--- config.mk ---
export PLATFORM = sky130hd
export DESIGN_NAME = icap_readback_packer_flat
export DESIGN_NICKNAME = d
export VERILOG_FILES = /design/src/rtl/icap_pkg.sv /design/src/rtl/icap_readback_packer_if.sv /design/src/rtl/icap_word_packer.sv /design/src/rtl/icap_readback_packer.sv /design/src/flat_wrapper.sv
export SDC_FILE = /design/constraint.sdc
export NUM_CORES = 1
export LEC_CHECK = 0
export BUFFER_PORTS_ARGS = -buffer_cell sky130_fd_sc_hd__buf_2
export CORE_MARGIN = 10
export CORE_UTILIZATION = 40
export CTS_CLUSTER_SIZE = 8
export DETAILED_ROUTE_END_ITERATION = 8
export MAX_ROUTING_LAYER = met4
export PLACE_DENSITY_LB_ADDON = 0.25
export SLEW_MARGIN = 20
export SYNTH_ARGS = -nofsm -noshare
export SYNTH_HDL_FRONTEND = slang
export SYNTH_SLANG_ARGS = --single-unit
--- constraint.sdc ---
create_clock -name clock -period 3.25 [get_ports clock]
set_clock_uncertainty 0.05 [all_clocks]
set_input_delay 0.4875 -clock clock [delete_from_list [all_inputs] [get_ports clock]]
set_output_delay 0.4875 -clock clock [all_outputs]
set_load 0.005 [all_outputs]
--- src/rtl/icap_pkg.sv ---
// icap_pkg: state encoding, lane geometry and ICAP pin levels shared by the ICAP read/write paths.
package icap_pkg;
    localparam int ICAP_WORD_W = 32;
    localparam int LANES = 8;
    localparam int LANE_W = $clog2(LANES);
    localparam logic CSIB_ASSERT = 1'b0;
    localparam logic CSIB_DEASSERT = 1'b1;
    localparam logic RDWRB_READ = 1'b1;
    localparam logic RDWRB_WRITE = 1'b0;
    typedef enum logic [2:0] {ST_IDLE, ST_SETUP, ST_READ, ST_FLUSH, ST_DRAIN} state_t;
endpackage

--- src/rtl/icap_readback_packer_if.sv ---
// icap_readback_packer_if: ICAP readback pins and downstream FIFO write port.
interface icap_readback_packer_if #(parameter int DATA_SIZE = 256);
    logic [icap_pkg::ICAP_WORD_W-1:0] icap_o;
    logic icap_busy;
    logic icap_csib;
    logic icap_rdwrb;
    logic fifo_full;
    logic fifo_write_en;
    logic [DATA_SIZE-1:0] fifo_data;
    modport master(input icap_o, icap_busy, fifo_full, output icap_csib, icap_rdwrb, fifo_write_en, fifo_data);
    modport slave(output icap_o, icap_busy, fifo_full, input icap_csib, icap_rdwrb, fifo_write_en, fifo_data);
endinterface

--- src/rtl/icap_word_packer.sv ---
// icap_word_packer: packs 32-bit captures into 256-bit words and holds them in a FIFO output register.
module icap_word_packer import icap_pkg::*; #(
    parameter int DATA_SIZE = 256
) (
    input  logic                   clock,
    input  logic                   reset_n,
    input  logic                   capture,
    input  logic                   flush,
    input  logic                   fifo_full,
    input  logic [ICAP_WORD_W-1:0] din,
    output logic [LANE_W-1:0]      lane,
    output logic                   out_valid,
    output logic                   fifo_write_en,
    output logic [DATA_SIZE-1:0]   fifo_data
);
    logic [LANES-1:0][ICAP_WORD_W-1:0] pack;
    logic last;
    logic load;
    assign fifo_write_en = out_valid & ~fifo_full;
    assign last = capture && lane == LANE_W'(LANES - 1);
    assign load = last | flush;
    // The FSM only loads while the output register is empty or draining, so a load never overwrites unwritten data.
    always_ff @(posedge clock or negedge reset_n) begin
        if (!reset_n) begin
            lane      <= '0;
            pack      <= '0;
            fifo_data <= '0;
            out_valid <= 1'b0;
        end else begin
            if (capture) begin
                lane       <= lane + 1'b1;
                pack[lane] <= din;
            end
            if (flush) lane <= '0;
            if (load) begin
                pack      <= '0;
                fifo_data <= last ? {din, pack[LANES-2:0]} : pack;
            end
            out_valid <= load | (out_valid & ~fifo_write_en);
        end
    end
endmodule

--- src/rtl/icap_readback_packer.sv ---
// icap_readback_packer: drives ICAP in read mode for a programmed word count and streams packed
// 256-bit words into the readback FIFO.
module icap_readback_packer import icap_pkg::*; #(
    parameter int DATA_SIZE = 256,
    parameter int COUNT_W = 16
) (
    input  logic                       clock,
    input  logic                       reset_n,
    input  logic                       start,
    input  logic [COUNT_W-1:0]         word_count,
    icap_readback_packer_if.master     bus,
    output logic                       busy,
    output logic                       done
);
    state_t state, state_n;
    logic [COUNT_W-1:0] remaining, remaining_n;
    logic [LANE_W-1:0] lane;
    logic zero_done;
    logic out_valid;
    logic capture;
    logic flush;
    logic stall;
    logic csib;
    logic rdwrb;
    icap_word_packer #(.DATA_SIZE(DATA_SIZE)) u_packer (
        .clock         (clock),
        .reset_n       (reset_n),
        .capture       (capture),
        .flush         (flush),
        .fifo_full     (bus.fifo_full),
        .din           (bus.icap_o),
        .lane          (lane),
        .out_valid     (out_valid),
        .fifo_write_en (bus.fifo_write_en),
        .fifo_data     (bus.fifo_data)
    );
    // Hold off the 8th word while the previous packed word still waits for the FIFO.
    assign stall = out_valid && lane == LANE_W'(LANES - 1);
    assign busy = state != ST_IDLE;
    assign bus.icap_csib = csib;
    assign bus.icap_rdwrb = rdwrb;
    always_ff @(posedge clock or negedge reset_n) begin
        if (!reset_n) begin
            state     <= ST_IDLE;
            remaining <= '0;
            zero_done <= 1'b0;
        end else begin
            state     <= state_n;
            remaining <= remaining_n;
            zero_done <= state == ST_IDLE && start && word_count == '0;
        end
    end
    always_comb begin
        state_n     = state;
        remaining_n = remaining;
        csib        = CSIB_DEASSERT;
        rdwrb       = RDWRB_READ;
        capture     = 1'b0;
        flush       = 1'b0;
        done        = zero_done;
        case (state)
            ST_IDLE: begin
                rdwrb = RDWRB_WRITE;
                if (start && word_count != '0) begin
                    state_n     = ST_SETUP;
                    remaining_n = word_count;
                end
            end
            ST_SETUP: state_n = ST_READ;
            ST_READ: begin
                csib    = (remaining != '0 && !stall) ? CSIB_ASSERT : CSIB_DEASSERT;
                capture = csib == CSIB_ASSERT && !bus.icap_busy;
                if (capture) begin
                    remaining_n = remaining - 1'b1;
                    if (remaining == COUNT_W'(1))
                        state_n = (lane == LANE_W'(LANES - 1)) ? ST_DRAIN : ST_FLUSH;
                end
            end
            ST_FLUSH: begin
                if (!out_valid) begin
                    flush   = 1'b1;
                    state_n = ST_DRAIN;
                end
            end
            ST_DRAIN: begin
                if (!out_valid) begin
                    done    = 1'b1;
                    state_n = ST_IDLE;
                end
            end
            default: state_n = ST_IDLE;
        endcase
    end
endmodule

--- src/flat_wrapper.sv ---
// flat-port wrapper written by rule: the top's interface ports become plain ports
module icap_readback_packer_flat import icap_pkg::*;
#(
    parameter int DATA_SIZE = 256,
    parameter int COUNT_W = 16
)
  (clock, reset_n, start, word_count, busy, done, bus_icap_o, bus_icap_busy, bus_fifo_full, bus_icap_csib, bus_icap_rdwrb, bus_fifo_write_en, bus_fifo_data);
  icap_readback_packer_if #(.DATA_SIZE(DATA_SIZE)) bus_i ();
  input  logic clock;
  input  logic reset_n;
  input  logic start;
  input  logic [COUNT_W-1:0] word_count;
  output logic busy;
  output logic done;
  input wire logic [$bits(bus_i.icap_o)-1:0] bus_icap_o;
  input wire logic [$bits(bus_i.icap_busy)-1:0] bus_icap_busy;
  input wire logic [$bits(bus_i.fifo_full)-1:0] bus_fifo_full;
  output wire logic [$bits(bus_i.icap_csib)-1:0] bus_icap_csib;
  output wire logic [$bits(bus_i.icap_rdwrb)-1:0] bus_icap_rdwrb;
  output wire logic [$bits(bus_i.fifo_write_en)-1:0] bus_fifo_write_en;
  output wire logic [$bits(bus_i.fifo_data)-1:0] bus_fifo_data;
  assign bus_i.icap_o = bus_icap_o;
  assign bus_i.icap_busy = bus_icap_busy;
  assign bus_i.fifo_full = bus_fifo_full;
  assign bus_icap_csib = bus_i.icap_csib;
  assign bus_icap_rdwrb = bus_i.icap_rdwrb;
  assign bus_fifo_write_en = bus_i.fifo_write_en;
  assign bus_fifo_data = bus_i.fifo_data;
  icap_readback_packer #(.DATA_SIZE(DATA_SIZE), .COUNT_W(COUNT_W)) u_core (.clock(clock), .reset_n(reset_n), .start(start), .word_count(word_count), .bus(bus_i), .busy(busy), .done(done));
endmodule
==> reports/results.ini <==
[synthesis]
synth-seq-cells=536
synth_fa_ha_area_share_pct=0.223
synth_top_cell_area_share_pct=59.8
synth_top_family_by_area=multiplexers
synthSimpleGateAreaFrac_pct=6.72
synth_cell_types=53
synth.avg_cell_area_sq_um=13.3
synth_xor_area_share_pct=0.0391
async_reset_ff_share_pct=100
synth_edf_count=0
synth-compound-area-share_pct=3.74
syn-instance-count=1690
synth_area_leaders=dfrtp_1 60%, mux2i_1 11%, mux2_4 10%, nor2_1 4.8%, mux2_2 3.4%
synth_common_cells=536 x dfrtp_1, 285 x nor2_1, 256 x mux2i_1, 150 x mux2_4, 68 x mux2_2
synth-seq-area-share_pct=59.8
yosysMostFrequentCell=dfrtp_1
synth_flop_cell=dfrtp_1
syn-num-nets=1747
syn-cell-area_sq_mm=0.0224
yosysWarningCount=0
yosys.area.top_type=dfrtp_1
synth.area.mux_share_pct=25.2

[routing]
remaining_drc_errors=0
wire_per_inst_um=21.0
ant_nets=0
dr.pass1.iters=5
drt_iter0_drc=876
viasPerCell=5.10
vias=14000
routed_wl_mm=57.9

[cells_and_area]
postLayoutCellArea_sq_mm=0.0270
drive_gt1_share_pct=34.5
final_net_count=2054
area_delta_synth_final_pct=20.5
diodes=0
final_cells=2754

[clock_tree]
cts_buffer_depth=3
cts_tree=yes
clk_pin_slew_ps=50
cts-buffers-inserted=77
numClockSinks=536
cts_htree_levels=3
clk_latency_ps=600
clockRootBuffer=clkbuf_16
cts_resized=0

[timing]
fin_crit_sh_pct=90.8
relSlewSlack_pct=55.9
timing.fmax_mhz=339
hold_viol=0
setup_tns_ps=0
worst_pin_slew_ps=655
setup_viol=0
worst_slack_ps=300
timing.final.crit_period_ps=2950
slew_violations=0
rsz0062_at_grt=no

[critical_path]
cp-end-kind=primary output
cp.required_ps=2710
crit_type=reg2out
cp.arrival_ps=2410
cpMaxStageDelayCell=dfrtp_1
cp_cell_sequence=inv_1 -> ha_1 -> nor3b_2 -> nand4_2 -> buf_4 -> nand2_1 -> buf_2
critPathBufInv=3
crit_family=simple AND/OR/NAND/NOR gates
start_kind=flip-flop
cpPeakStageDelay_ps=430
worstPathMaxFanout=13

[global_routing]
grt_max_degree=107
grt_pass1_vias=15000
gr-total-overflow=0
grt_pass1_wl_mm=90.8
antenna_found_initial=0
grt_usage_pct=17.9

[placement]
dp_hpwl_mm=38.5
postPlaceCellArea_sq_mm=0.0249
dp.cells=2665
numPortBuffers=313
place_congestion=0.797
post-place-ws_ps=394

[floorplan]
coreArea_sq_mm=0.0553
num_io_pins=314
start_util_pct=40.6
die-width_um=257
die_h_um=257
rows=86
die_area_sq_mm=0.0659

[hold_path]
min_path_type=in2reg

[flow_run]
cap_violations=0

[pwr]
leakage_nw=14.4
power_density_mw_per_mm2=894
irDropWorstVdd_v=0.000458
finalPower_w=0.0241

[outcome]
status=completed

## stage by stage
stage / utilization [%] / hold slack [ps]
after CTS: 48.9 / 24.5
after floorplan: - / 142
after detailed placement: 45.0 / 402
final: 48.9 / 61.0
after global placement: 45.0 / 399
after global routing: 48.9 / 56.6
## cells by family (layout without fill, tap and decap cells)
group                      Yosys count  after routing
AOI/OAI and AO/OA                  137            137
and+or+nand+nor                    352            352
buffers and inverters              180            496
DFF                                536            536
adders and majority gates            4              4
xor gates and xnor gates             1              1
muxes                              480            480
## power by group
part | switching, W | leakage [nW] | internal [W] | total [W]
clock network | 0.00278 | 1.04 | 0.00447 | 0.00725
registers | 0.00149 | 7.28 | 0.00871 | 0.0102
logic | 0.00328 | 6.13 | 0.00341 | 0.00669
## final timing paths
path                       depth (start not counted)                           start                        endpoint  slack, ps
max                                                7             u_core.remaining[0]                   bus_icap_csib        300
min                                                2                   bus_fifo_full       u_core.u_packer.out_valid         60
max reg2reg                                        9         u_core.u_packer.lane[0]  u_core.u_packer.fifo_data[179]        360
min reg2reg                                        1  u_core.u_packer.fifo_data[154]  u_core.u_packer.fifo_data[154]        430
max in group asynchronous                          4                         reset_n  u_core.u_packer.fifo_data[165]       1700
min in group asynchronous                          2                         reset_n             u_core.remaining[9]        360
## registers in the layout (all words and copies together), names as in the netlist
name	count
u_core.state	3
u_core.u_packer.fifo_data	256
u_core.u_packer.lane	3
u_core.u_packer.pack	256
u_core.zero_done	1
u_core.remaining	16
u_core.u_packer.out_valid	1
## routing by layer
| layer | global-route usage [%] | part of all wire (%) | vias to the layer above | wire length [um] |
|---|---|---|---|---|
| met5 | - | 0 | - | 0 |
| met2 | 29.1 | 50 | 320 | 28800 |
| met4 | 5.60 | 1.9 | 0 | 1080 |
| li1 | - | - | 6353 | - |
| met3 | 3.02 | 3.9 | 70 | 2260 |
| met1 | 22.5 | 44 | 7293 | 25700 |
## repair_timing
action | 4_1_cts | 5_1_grt
hold buffers | 1 | 0
hold endpoints to repair | 52 | 0
buffers inserted | 0 | 0
## cell usage in the layout, fill, tap and decap left out, drive strengths merged, types with 2 or more instances in the layout
cell type	count
a21o	2
a21oi	21
a22oi	37
a31oi	4
a32oi	3
and3	2
buf	368
clkbuf	84
dfrtp	536
ha	4
inv	42
mux2	224
mux2i	256
nand2	10
nand3	7
nand3b	2
nand4	2
nor2	286
nor3	15
nor3b	2
nor4	11
nor4bb	2
o21ai	59
o2bb2ai	2
or3b	4
or4	3
## cell type report
cell class | count | area [sq um]
Clock buffer | 84 | 2050
Clock inverter | 4 | 67.6
Fill cell | 4983 | 28300
Inverter | 39 | 146
Multi-Input combinational cell | 974 | 8160
Sequential cell | 536 | 13400
Tap cell | 748 | 936
Timing Repair Buffer | 369 | 2250
Power figures use the tool's default switching activity.
